<file path="config.mk">
export PLATFORM = sky130hd
export DESIGN_NAME = spi_minion_frontend
export DESIGN_NICKNAME = d
export VERILOG_FILES = /design/src/rtl/spi_minion_pkg.sv /design/src/rtl/spi_minion_sync.sv /design/src/rtl/spi_minion_frontend.sv
export SDC_FILE = /design/constraint.sdc
export NUM_CORES = 1
export LEC_CHECK = 0
export CORE_MARGIN = 8
export CORE_UTILIZATION = 55
export DETAILED_ROUTE_END_ITERATION = 8
export HOLD_SLACK_MARGIN = 0.05
export PLACE_DENSITY = 0.83
export SYNTH_ARGS = -nofsm -noshare
export SYNTH_HDL_FRONTEND = slang
export SYNTH_SLANG_ARGS = --single-unit
</file>
<file path="constraint.sdc">
create_clock -name clk -period 3.58 [get_ports clk]
set_input_delay 0.358 -clock clk [delete_from_list [all_inputs] [get_ports clk]]
set_output_delay 0.358 -clock clk [all_outputs]
set_load 0.005 [all_outputs]
</file>
<file path="src/rtl/spi_minion_pkg.sv">
// spi_minion_pkg: shared types and constants for the SPI minion frontend.
//   state_t     - frame FSM states (IDLE, SHIFT, COMMIT)
//   VAL_BIT_OFS - frame val bit index relative to PAYLOAD_NBITS
//   SPC_BIT_OFS - frame spc bit index relative to PAYLOAD_NBITS
//   cnt_width() - bit counter width for a given payload size
package spi_minion_pkg;

    typedef enum logic [1:0] {
        IDLE   = 2'd0,
        SHIFT  = 2'd1,
        COMMIT = 2'd2
    } state_t;

    localparam int VAL_BIT_OFS = 1;
    localparam int SPC_BIT_OFS = 0;

    // The counter saturates at n+3, so it must represent 0..n+3 inclusive.
    function automatic int cnt_width(input int n);
        return $clog2(n + 4);
    endfunction

endpackage

</file>
<file path="src/rtl/spi_minion_sync.sv">
// spi_minion_sync: pad-input synchronizer with edge pulses.
//   clk, reset : system clock, synchronous active-low reset
//   din        : asynchronous pad input
//   dout       : synchronized level (SYNC_STAGES flops deep, minimum 2)
//   rise, fall : registered one-cycle edge pulses, aligned with dout
module spi_minion_sync #(
    parameter int SYNC_STAGES = 2
) (
    input  logic clk,
    input  logic reset,
    input  logic din,
    output logic dout,
    output logic rise,
    output logic fall
);

    logic [SYNC_STAGES-1:0] sync_q;

    // Edges come from the last two stages, so each pulse lands on the
    // same cycle that dout takes its new value.
    always_ff @(posedge clk) begin
        if (!reset) begin
            sync_q <= '0;
            rise   <= 1'b0;
            fall   <= 1'b0;
        end else begin
            sync_q <= {sync_q[SYNC_STAGES-2:0], din};
            rise   <= sync_q[SYNC_STAGES-2] & ~sync_q[SYNC_STAGES-1];
            fall   <= ~sync_q[SYNC_STAGES-2] & sync_q[SYNC_STAGES-1];
        end
    end

    assign dout = sync_q[SYNC_STAGES-1];

endmodule

</file>
<file path="src/rtl/spi_minion_frontend.sv">
// spi_minion_frontend: SPI mode-0, MSB-first minion oversampled on clk.
// Frame = {val, spc, payload[PAYLOAD_NBITS-1:0]}.
//   clk, reset        : system clock, synchronous active-low reset
//   cs, sclk, mosi    : asynchronous SPI pad inputs (cs active low)
//   miso              : SPI data out
//   recv_msg/val/rdy  : received payload to the interconnect
//   send_msg/val/rdy  : payload from the interconnect; send_rdy is a dequeue pulse
//   minion_parity     : XOR of the last accepted receive payload
//   overflow          : sticky, a valid frame was dropped with the buffer full
//   frame_err_cnt     : saturating framing-error count, present only when
//                       SPI_MINION_FRAME_ERR_CNT_EN is defined
module spi_minion_frontend
    import spi_minion_pkg::*;
#(
    parameter int PAYLOAD_NBITS = 32,
    parameter int SYNC_STAGES   = 2
) (
    input  logic                     clk,
    input  logic                     reset,
    input  logic                     cs,
    input  logic                     sclk,
    input  logic                     mosi,
    output logic                     miso,
    output logic [PAYLOAD_NBITS-1:0] recv_msg,
    output logic                     recv_val,
    input  logic                     recv_rdy,
    input  logic [PAYLOAD_NBITS-1:0] send_msg,
    input  logic                     send_val,
    output logic                     send_rdy,
    output logic                     minion_parity,
    output logic                     overflow
`ifdef SPI_MINION_FRAME_ERR_CNT_EN
    ,
    output logic [7:0]               frame_err_cnt
`endif
);

    localparam int N     = PAYLOAD_NBITS;
    localparam int FRAME = N + 2;
    localparam int CW    = cnt_width(N);
    localparam logic [CW-1:0] CNT_FULL = CW'(N + 2);
    localparam logic [CW-1:0] CNT_MAX  = CW'(N + 3);

    state_t state, state_n;

    logic cs_s, cs_rise, cs_fall;
    logic sclk_s, sclk_rise, sclk_fall;
    logic mosi_s, mosi_rise, mosi_fall;

    logic [FRAME-1:0] shift_in;
    logic [FRAME-1:0] shift_out;
    logic [CW-1:0]    bit_cnt;
    logic             tx_val;
    logic             commit_ok;
    logic             frame_err;

    logic [N-1:0] rx_payload;
    logic         rx_val;
    logic         rx_spc;

    spi_minion_sync #(.SYNC_STAGES(SYNC_STAGES)) u_cs_sync (
        .clk(clk), .reset(reset), .din(cs),
        .dout(cs_s), .rise(cs_rise), .fall(cs_fall)
    );

    spi_minion_sync #(.SYNC_STAGES(SYNC_STAGES)) u_sclk_sync (
        .clk(clk), .reset(reset), .din(sclk),
        .dout(sclk_s), .rise(sclk_rise), .fall(sclk_fall)
    );

    spi_minion_sync #(.SYNC_STAGES(SYNC_STAGES)) u_mosi_sync (
        .clk(clk), .reset(reset), .din(mosi),
        .dout(mosi_s), .rise(mosi_rise), .fall(mosi_fall)
    );

    logic unused_sync;
    assign unused_sync = ^{cs_s, sclk_s, mosi_rise, mosi_fall};

    assign rx_payload = shift_in[N-1:0];
    assign rx_val     = shift_in[N + VAL_BIT_OFS];
    assign rx_spc     = shift_in[N + SPC_BIT_OFS];
    assign miso       = shift_out[FRAME-1];

    always_ff @(posedge clk) begin
        if (!reset) begin
            state <= IDLE;
        end else begin
            state <= state_n;
        end
    end

    always_comb begin
        state_n   = state;
        commit_ok = 1'b0;
        frame_err = 1'b0;
        send_rdy  = 1'b0;
        case (state)
            IDLE: begin
                if (cs_fall) state_n = SHIFT;
            end
            SHIFT: begin
                if (cs_rise) state_n = COMMIT;
            end
            COMMIT: begin
                state_n   = IDLE;
                commit_ok = (bit_cnt == CNT_FULL);
                frame_err = (bit_cnt != CNT_FULL);
                send_rdy  = commit_ok & tx_val & rx_spc;
            end
            default: state_n = IDLE;
        endcase
    end

    always_ff @(posedge clk) begin
        if (!reset) begin
            shift_in      <= '0;
            shift_out     <= '0;
            bit_cnt       <= '0;
            tx_val        <= 1'b0;
            recv_msg      <= '0;
            recv_val      <= 1'b0;
            minion_parity <= 1'b0;
            overflow      <= 1'b0;
        end else begin
            if (state == IDLE && cs_fall) begin
                shift_out <= {send_val, ~recv_val, send_msg};
                tx_val    <= send_val;
                shift_in  <= '0;
                bit_cnt   <= '0;
            end else if (state == SHIFT) begin
                if (sclk_rise) begin
                    shift_in <= {shift_in[FRAME-2:0], mosi_s};
                    if (bit_cnt != CNT_MAX) bit_cnt <= bit_cnt + 1'b1;
                end
                if (sclk_fall) shift_out <= {shift_out[FRAME-2:0], 1'b0};
            end

            if (recv_val && recv_rdy) recv_val <= 1'b0;

            // A same-cycle handshake frees the buffer before the commit
            // decides between accept and drop.
            if (commit_ok && rx_val) begin
                if (!recv_val || recv_rdy) begin
                    recv_msg      <= rx_payload;
                    recv_val      <= 1'b1;
                    minion_parity <= ^rx_payload;
                end else begin
                    overflow <= 1'b1;
                end
            end
        end
    end

`ifdef SPI_MINION_FRAME_ERR_CNT_EN
    always_ff @(posedge clk) begin
        if (!reset) begin
            frame_err_cnt <= '0;
        end else if (frame_err && frame_err_cnt != 8'hFF) begin
            frame_err_cnt <= frame_err_cnt + 8'd1;
        end
    end
`else
    logic unused_frame_err;
    assign unused_frame_err = frame_err;
`endif

endmodule

</file>
# Yosys cells after proc, flatten, opt, wreduce, memory -nomap -nowiden

Index checks and enable logic that the tools add are counted.

Logic and storage cells: 63
Output and inout bits: 37
Bits of input ports: 39
Flip-flop bits (word level): 122

Eq/ne operators: 6
Bitwise operators: 13
Muxes and demuxes: 11
Add/sub/neg operators: 1
Reduce and logical (&&, ||, !) cells: 16

Operators by type and width:

| kind                                                   | number |
|---|---|
| 2-to-1 mux 34 bit                                      | 3 |
| parity 32 bit                                          | 1 |
| AND reduction 2 bit                                    | 5 |
| NOT 1 bit                                              | 7 |
| adder 6 x 1 -> 6 bit (second input constant)           | 1 |
| bitwise AND 1 bit                                      | 6 |
| == test 6 bit (second input constant)                  | 1 |
| inequality test 6 bit (second input constant)          | 1 |
| 2-to-1 mux 1 bit                                       | 5 |
| 2-to-1 mux 2 bit                                       | 2 |
| inequality test 2 x 1 -> 1 bit (second input constant) | 2 |
| case mux 2 bit (2 select lines)                        | 1 |
| nonzero test 2 bit                                     | 2 |
| logical AND 1 bit                                      | 3 |
| AND reduction 3 bit                                    | 1 |
| == test 2 x 1 -> 1 bit (second input constant)         | 1 |
| == test 2 bit (second input constant)                  | 1 |
| zero test 2 bit                                        | 1 |
| OR reduction 2 bit                                     | 1 |
| zero test 1 bit                                        | 1 |
| logical OR 1 bit                                       | 1 |

# Longest topological paths before layout

Depth in word-level cells: 4
Depth in mapped cells: 9
Mapped depth without buffers: 7

# Modules after synthesis

From an unflattened synthesis, not the netlist that was laid out.

Cell total of the unflattened synthesis: 556
Area, all modules: 4,834.6 um2

Modules (own cells, without submodules):

| module              | instances | cells an instance | sequential area each (um2) | area each (um2) |
|---|---|---|---|---|
| spi_minion_frontend | 1         | 532               | 2,242.2                    | 4,500.6 |
| spi_minion_sync     | 3         | 8                 | 80.1                       | 111.4 |

# Worst setup path before layout

No wires, ideal clock.

Path type: register to register
Start point: register bit_cnt[0]
End point: register recv_msg[21]
Data required time: 3.510 ns
Library setup time: 0.070 ns
Stages on the path, launching flop included: 9
Data arrival time: 1.480 ns
Period minus slack after synthesis: 1.550 ns
Slack: 2.030 ns
Buffers on the path: 1
Cells stage by stage: dfxtp_1 inv_1 ha_1 nor2b_1 nand4_1 nand2b_1 clkbuf_1 nand2_1 a21boi_1

Word-level cells in the longest chain between the ends: 4

Ends and longest elaborated chain:

| item                          | line                       | source |
|---|---|---|
| start: declaration            | spi_minion_frontend.sv:52  | `logic [CW-1:0] bit_cnt;` |
| start signal: assignment      | spi_minion_frontend.sv:133 | `if (bit_cnt != CNT_MAX) bit_cnt <= bit_cnt + 1'b1;` |
| == test 6 bit                 | spi_minion_frontend.sv:106 | `commit_ok = (bit_cnt == CNT_FULL);` |
| 2-to-1 mux 1 bit              | spi_minion_frontend.sv:97  | `case (state)` |
| logical AND 1 bit             | spi_minion_frontend.sv:142 | `if (commit_ok && rx_val) begin` |
| AND reduction 2 bit (no line) | -                          |  |
| end signal: assignment        | spi_minion_frontend.sv:144 | `recv_msg <= rx_payload;` |
| end: declaration              | spi_minion_frontend.sv:24  | `output logic [PAYLOAD_NBITS-1:0] recv_msg,` |

No other way between the ends.
A chain may end at the register's enable or synchronous reset.

# Worst setup path after layout

Start point: register bit_cnt[2]
End point: output port send_rdy

Word-level cells in the longest chain between the ends: 4

Ends and longest elaborated chain:

| item                            | line                       | source |
|---|---|---|
| == test 6 bit                   | spi_minion_frontend.sv:106 |  |
| bitwise AND 1 bit (2 in series) | spi_minion_frontend.sv:108 | `send_rdy = commit_ok & tx_val & rx_spc;` |
| 2-to-1 mux 1 bit                | spi_minion_frontend.sv:97  |  |
| end: declaration                | spi_minion_frontend.sv:29  | `output logic send_rdy,` |

No other way between the ends.

==> run metrics <==
layout cells sized above 1 7.302%; Final ANT Viol Nets 0; Final Wtd Congestion 0.7538; Vias/cell 5.295; Peak VDD IR 0.3884 mV; startpoint types flop; clock root cell clkbuf_8; max-cap violations 0; Hold Crit Class reg2reg; post-route clock period utilization 68.02%; number of gates resized after cts 0; Die Width 109.9 µm; synthesized flop and latch total 122; postcts setup bufs 0; count of final hold-check violations 0; clk_lat worst skew 0.52 ns; Power Density 497.8 mW/mm²; sequential share of the synthesized area 50.36%; DRC 0; Final Max Tran Viols 0; initial antenna violation count 0; Final Net Count 658; status finished, final reports clean; wire length per cell 13.91 µm; most frequent cells in the layout nand2_1 (169), dfxtp_1 (122), clkdlybuf4s50_1 (74); CTS Hold Bufs 0; Worst Tran Pin Value 1.089 ns; syn nets 594; Iteration-0 DRC Markers 190; Max-slew headroom 27.35%; crit path max fanout 5; Fin Setup TNS 0 ns; Detail Placement HPWL 6514 µm; clk sinks 122; DR pass1 iterations 4; # diodes 0; Mapped Cells 553; post-synth top area cell dfxtp_1; All-Layer GR Usage 17.71%; Worst Skew 0.006691 ns; Port Buf Inserts 75; Hold WS 0.4117 ns; busiest grt layer met2; P_leak 2.088 nW; met3 GRT Util 5.627%; Worst-path clk slew 0.06 ns; Die Height 109.9 µm; number of failing setup endpoints in the final timing report 0; initial core utilization 56.16%; post-synth top area share 50.36%; global-route wire length before repair 17050 µm; Crit Path Class reg2out; M1 GR Usage 20.64%; pin count of the biggest net entering global routing 81; Mean Syn Cell Area 8.770 µm²; fmax 0.4107 GHz; clock period minus worst slack 2.435 ns; worst endpoint data arrival time 2.08 ns; vias in the first global route 3778; CP endpoint kind primary output; TritonCTS Buffers 17; Die Footprint 0.01208 mm²; Fillers 650; Overflow after GRT 0; Core ar. 0.008636 mm²; WL final 10270 µm; via count 3908; most common cell after layout, fill and taps aside nand2_1; Critical Path RT 3.22 ns; level count of the clock H-tree 4; CTS tree done; synth warn 0; Synth area leaders dfxtp_1 (50%), nand2_1 (13%), a21boi_1 (5.9%), xnor2_1 (5.1%), a22oi_1 (4.6%); post-synthesis cell area 0.004850 mm²; CTS Buffer Depth 2; Site Rows 34; GR Layer Usage met2 29.54%; Layout area overhead 27.45%; Distinct cells, synth 33; # IOs 76; RSZ-0062 raised after global routing no
## where the power goes
part           internal [mW]  switching (mW)  total [mW]
clock network          0.988           0.614        1.60
logic                 0.0584          0.0393      0.0977
registers               1.37         0.00630        1.38
## metal layers
layer / vias to the layer above / routed length, µm
met5: - / 0
met4: 0 / 136
met3: 17 / 702
met2: 109 / 5049
met1: 1816 / 4379
li1: 1966 / -
## through the flow
stage / util, % / total power [mW] / std cells / instance area [µm²] / setup slack, ns
finish: 71.57 / 3.077 / 738 / 6181 / 1.145
global route: 71.57 / 3.172 / 738 / 6181 / 1.102
CTS: 71.57 / 3.102 / 738 / 6181 / 1.114
detailed placement: 65.01 / 1.504 / 706 / 5614 / 1.298
global placement: 65.01 / 1.502 / 706 / 5614 / 1.428
floorplan: - / 1.450 / 553 / 4850 / 2.030
## cell families (layout without fill, tap and decap cells)
kind of cell	after synthesis	count (layout)	synth area share, %
adder cells (fa/ha/maj)	2	2	0.5159
multiplexers	4	4	0.8256
XOR/XNOR	35	35	6.321
AND/OR/NAND/NOR	212	212	18.76
buffers and inverters	40	117	4.025
flip-flops	122	122	50.36
AO/OA/AOI/OAI	138	138	19.19
## area by class of cell
type / instances / area, µm² / area share, %
clock buffers: 17 / 414.1 / 6.700
clock inverters: 15 / 152.6 / 2.470
inverters: 2 / 7.507 / 0.1215
multi-input cells: 391 / 2223 / 35.97
flip-flops and latches: 122 / 2442 / 39.51
well taps: 108 / 135.1 / 2.186
repair buffers: 83 / 805.8 / 13.04
## state kept, by name, indices dropped and copies added, names as in the netlist
name,cells
u_cs_sync.sync_q,2
state,2
u_sclk_sync.sync_q,2
overflow,1
u_sclk_sync.fall,1
u_cs_sync.rise,1
minion_parity,1
shift_out,34
tx_val,1
u_sclk_sync.rise,1
shift_in,34
recv_val,1
bit_cnt,6
u_cs_sync.fall,1
u_mosi_sync.sync_q,2
recv_msg,32
## cells in the mapped netlist
cell type / n
a21boi_0: 25
a22oi_1: 30
and3_1: 1
nor2_1: 9
a211oi_1: 2
nor4b_4: 1
buf_4: 2
nor3_1: 2
o21a_1: 1
a21oi_1: 37
xnor2_1: 28
buf_2: 12
nor3b_1: 1
mux2i_1: 4
o21ai_1: 1
and2_1: 11
and3b_1: 2
nand4_1: 3
a21boi_1: 38
xor2_1: 7
inv_1: 2
nand2b_1: 4
nor2b_1: 5
nand2_1: 169
ha_1: 2
buf_6: 3
clkbuf_1: 21
o21ai_0: 4
dfxtp_1: 122
nor3b_2: 1
nor2b_2: 1
or2_1: 1
nand3_1: 1
## critical path, cell delays in order (launching register included)
cell and delay [ns]:
dfxtp_1 0.36, nor4b_4 0.38, nand3_1 0.12, nor2_1 0.17, clkdlybuf4s50_1 0.53
## path summary, 6_finish.rpt
path                            start             end  slack, ns  cells after the start
setup / recovery           bit_cnt[2]        send_rdy       1.15                      4
hold / removal    u_cs_sync.sync_q[1]  u_cs_sync.rise       0.41                      1
setup reg to reg             state[0]   shift_out[14]       1.29                      6
hold reg to reg   u_cs_sync.sync_q[1]  u_cs_sync.rise       0.41                      1
Power figures use the tool's default switching activity.
==> RTL edit, RTL diff (same settings) <==
`PAYLOAD_NBITS`: 32 -> 28.
--- a/src/rtl/spi_minion_frontend.sv
+++ b/src/rtl/spi_minion_frontend.sv
@@ -12,7 +12,7 @@
 module spi_minion_frontend
     import spi_minion_pkg::*;
 #(
-    parameter int PAYLOAD_NBITS = 32,
+    parameter int PAYLOAD_NBITS = 28,
     parameter int SYNC_STAGES   = 2
 ) (
     input  logic                     clk,
Ports: changed (resized recv_msg and send_msg); port bits go from 76 to 68. The function was not compared with the original's and may differ.
==> RTL edit against the original RTL <==
  * Critical path type unchanged
  * Setup slack improved by 0.15 ns
  * Area after synthesis decreased by 9.9%
  * Wire length fell by 14%
  * Cell count decreased by 12%
  * Count of clock-buffer cells in the layout shrank 7
  * Largest power group is now registers
  * Clock skew increased by 0.0056 ns
  * Cell area decreased by 15%
  * Die area is 8.5% lower
  * Critical path depth increased by 1
  * Core utilization down 3.6 points
  * Sequential cell count down 13
  * Total power down 34%
  * First-iteration DRC count decreased by 34%
==> RTL edit: results (changes against the original RTL) <==
| Metric | Value |
|---|---|
| Peak supply drop | 0.260 mV (was 0.388 mV) |
| Adder-Cell Fraction of Synth Area | 0.00859 (was 0.00516) |
| Leakage | 1.66 nW (was 2.09 nW) |
| Hold WS | 0.409 ns (was 0.412 ns) |
| Vias in the first global route | 3215 (was 3778) |
| Hpwl dp | 6.09 mm (was 6.51 mm) |
| CP max FO | 4 (was 5) |
| First-pass GRT wire length | 14.9 mm (was 17.0 mm) |
| XOR/XNOR share of the synthesized area | 0.0624 (was 0.0632) |
| DRT iter0 DRCs | 125 (was 190) |
| Syn Inst Count | 491 (was 553) |
| GRT Total Usage | 0.162 (was 0.177) |
| P_clk | 0.693 mW (was 1.60 mW) |
| Placed cell area | 5070 um2 (was 5610 um2) |
| Largest net degree at the start of global routing | 39 (was 81) |
| Synth top cells by count | 127 x nand2_1, 109 x dfxtp_1, 37 x nor2_1 (was 169 x nand2_1, 122 x dfxtp_1, 38 x a21boi_1) |
| Actual slew at the worst max-slew pin | 1.13 ns (was 1.09 ns) |
| Worst Path Arrival | 1.92 ns (was 2.08 ns) |
| Met3 Usage GRT | 0.0381 (was 0.0563) |
| Share of layout cells above drive strength 1 | 0.0511 (was 0.0730) |
| GR Util met1 | 0.191 (was 0.206) |
| Sequential area share after synthesis | 0.500 (was 0.504) |
| Synth Net Count | 529 (was 594) |
| Vias | 3379 (was 3908) |
| Met2 Wirelength | 4.37 mm (was 5.05 mm) |
| Flop-to-flop setup slack | 1.48 ns (was 1.29 ns) |
| CTS buffer count | 9 (was 17) |
| WL per Instance | 13.6 um (was 13.9 um) |
| Critical path origin | bit_cnt[0]$_SDFFE_PP0P_ (was bit_cnt[2]$_SDFFE_PP0P_) |
| Slowest stage delay, CP | 0.57 ns (was 0.53 ns) |
| Worst path top cell family by delay | buffers and inverters (was simple AND/OR/NAND/NOR gates) |
| Met2 Track Usage GR | 0.275 (was 0.295) |
| Port buffer count | 67 (was 75) |
| Outcome | completed (unchanged) |
| RR Endpoint | recv_msg[22]$_SDFFE_PN0P_ (was shift_out[14]$_SDFFE_PN0P_) |
| P_sw | 0.471 mW (was 0.660 mW) |
| Compound-Gate Fraction of Synth Area | 0.109 (was 0.192) |
| Minimum clock period | 2.28 ns (was 2.43 ns) |
| H-tree depth | 3 (was 4) |
| DR WL met3 | 419 um (was 702 um) |
| Clk pin slew, worst setup/hold paths | 0.10 ns (was 0.06 ns) |
| NumNets Final | 581 (was 658) |
==> RTL edit: cell count changes in the layout (fill, tap and decap cells not counted), moves of 23 or more <==
| cell | change |
|---|---|
| nand2_1 | -42 |
| a311oi_1 | +27 |
| nor2_1 | +27 |
| mux2i_1 | +24 |
| a22oi_1 | -30 |
| nor2b_1 | +26 |
| a21boi_1 | -38 |
| a21boi_0 | -23 |
==> RTL edit: worst reg2reg max path, delay by kind of cell (launching register included) <==
kind / cells / cell delay (ns)
buf+inv: 2 / 0.50
flops: 1 / 0.36
simple gates: 4 / 0.73
fa+ha+maj: 1 / 0.14
mux: 1 / 0.29
==> RTL edit: layout make-up <==
type | count | area [um2]
Fill cell | 586 | 2470
Sequential cell | 109 | 2180
Multi-Input combinational cell | 347 | 2040
Timing Repair Buffer | 73 | 716
Clock buffer | 10 | 138
Tap cell | 102 | 128
Clock inverter | 6 | 43.8
Inverter | 3 | 11.3
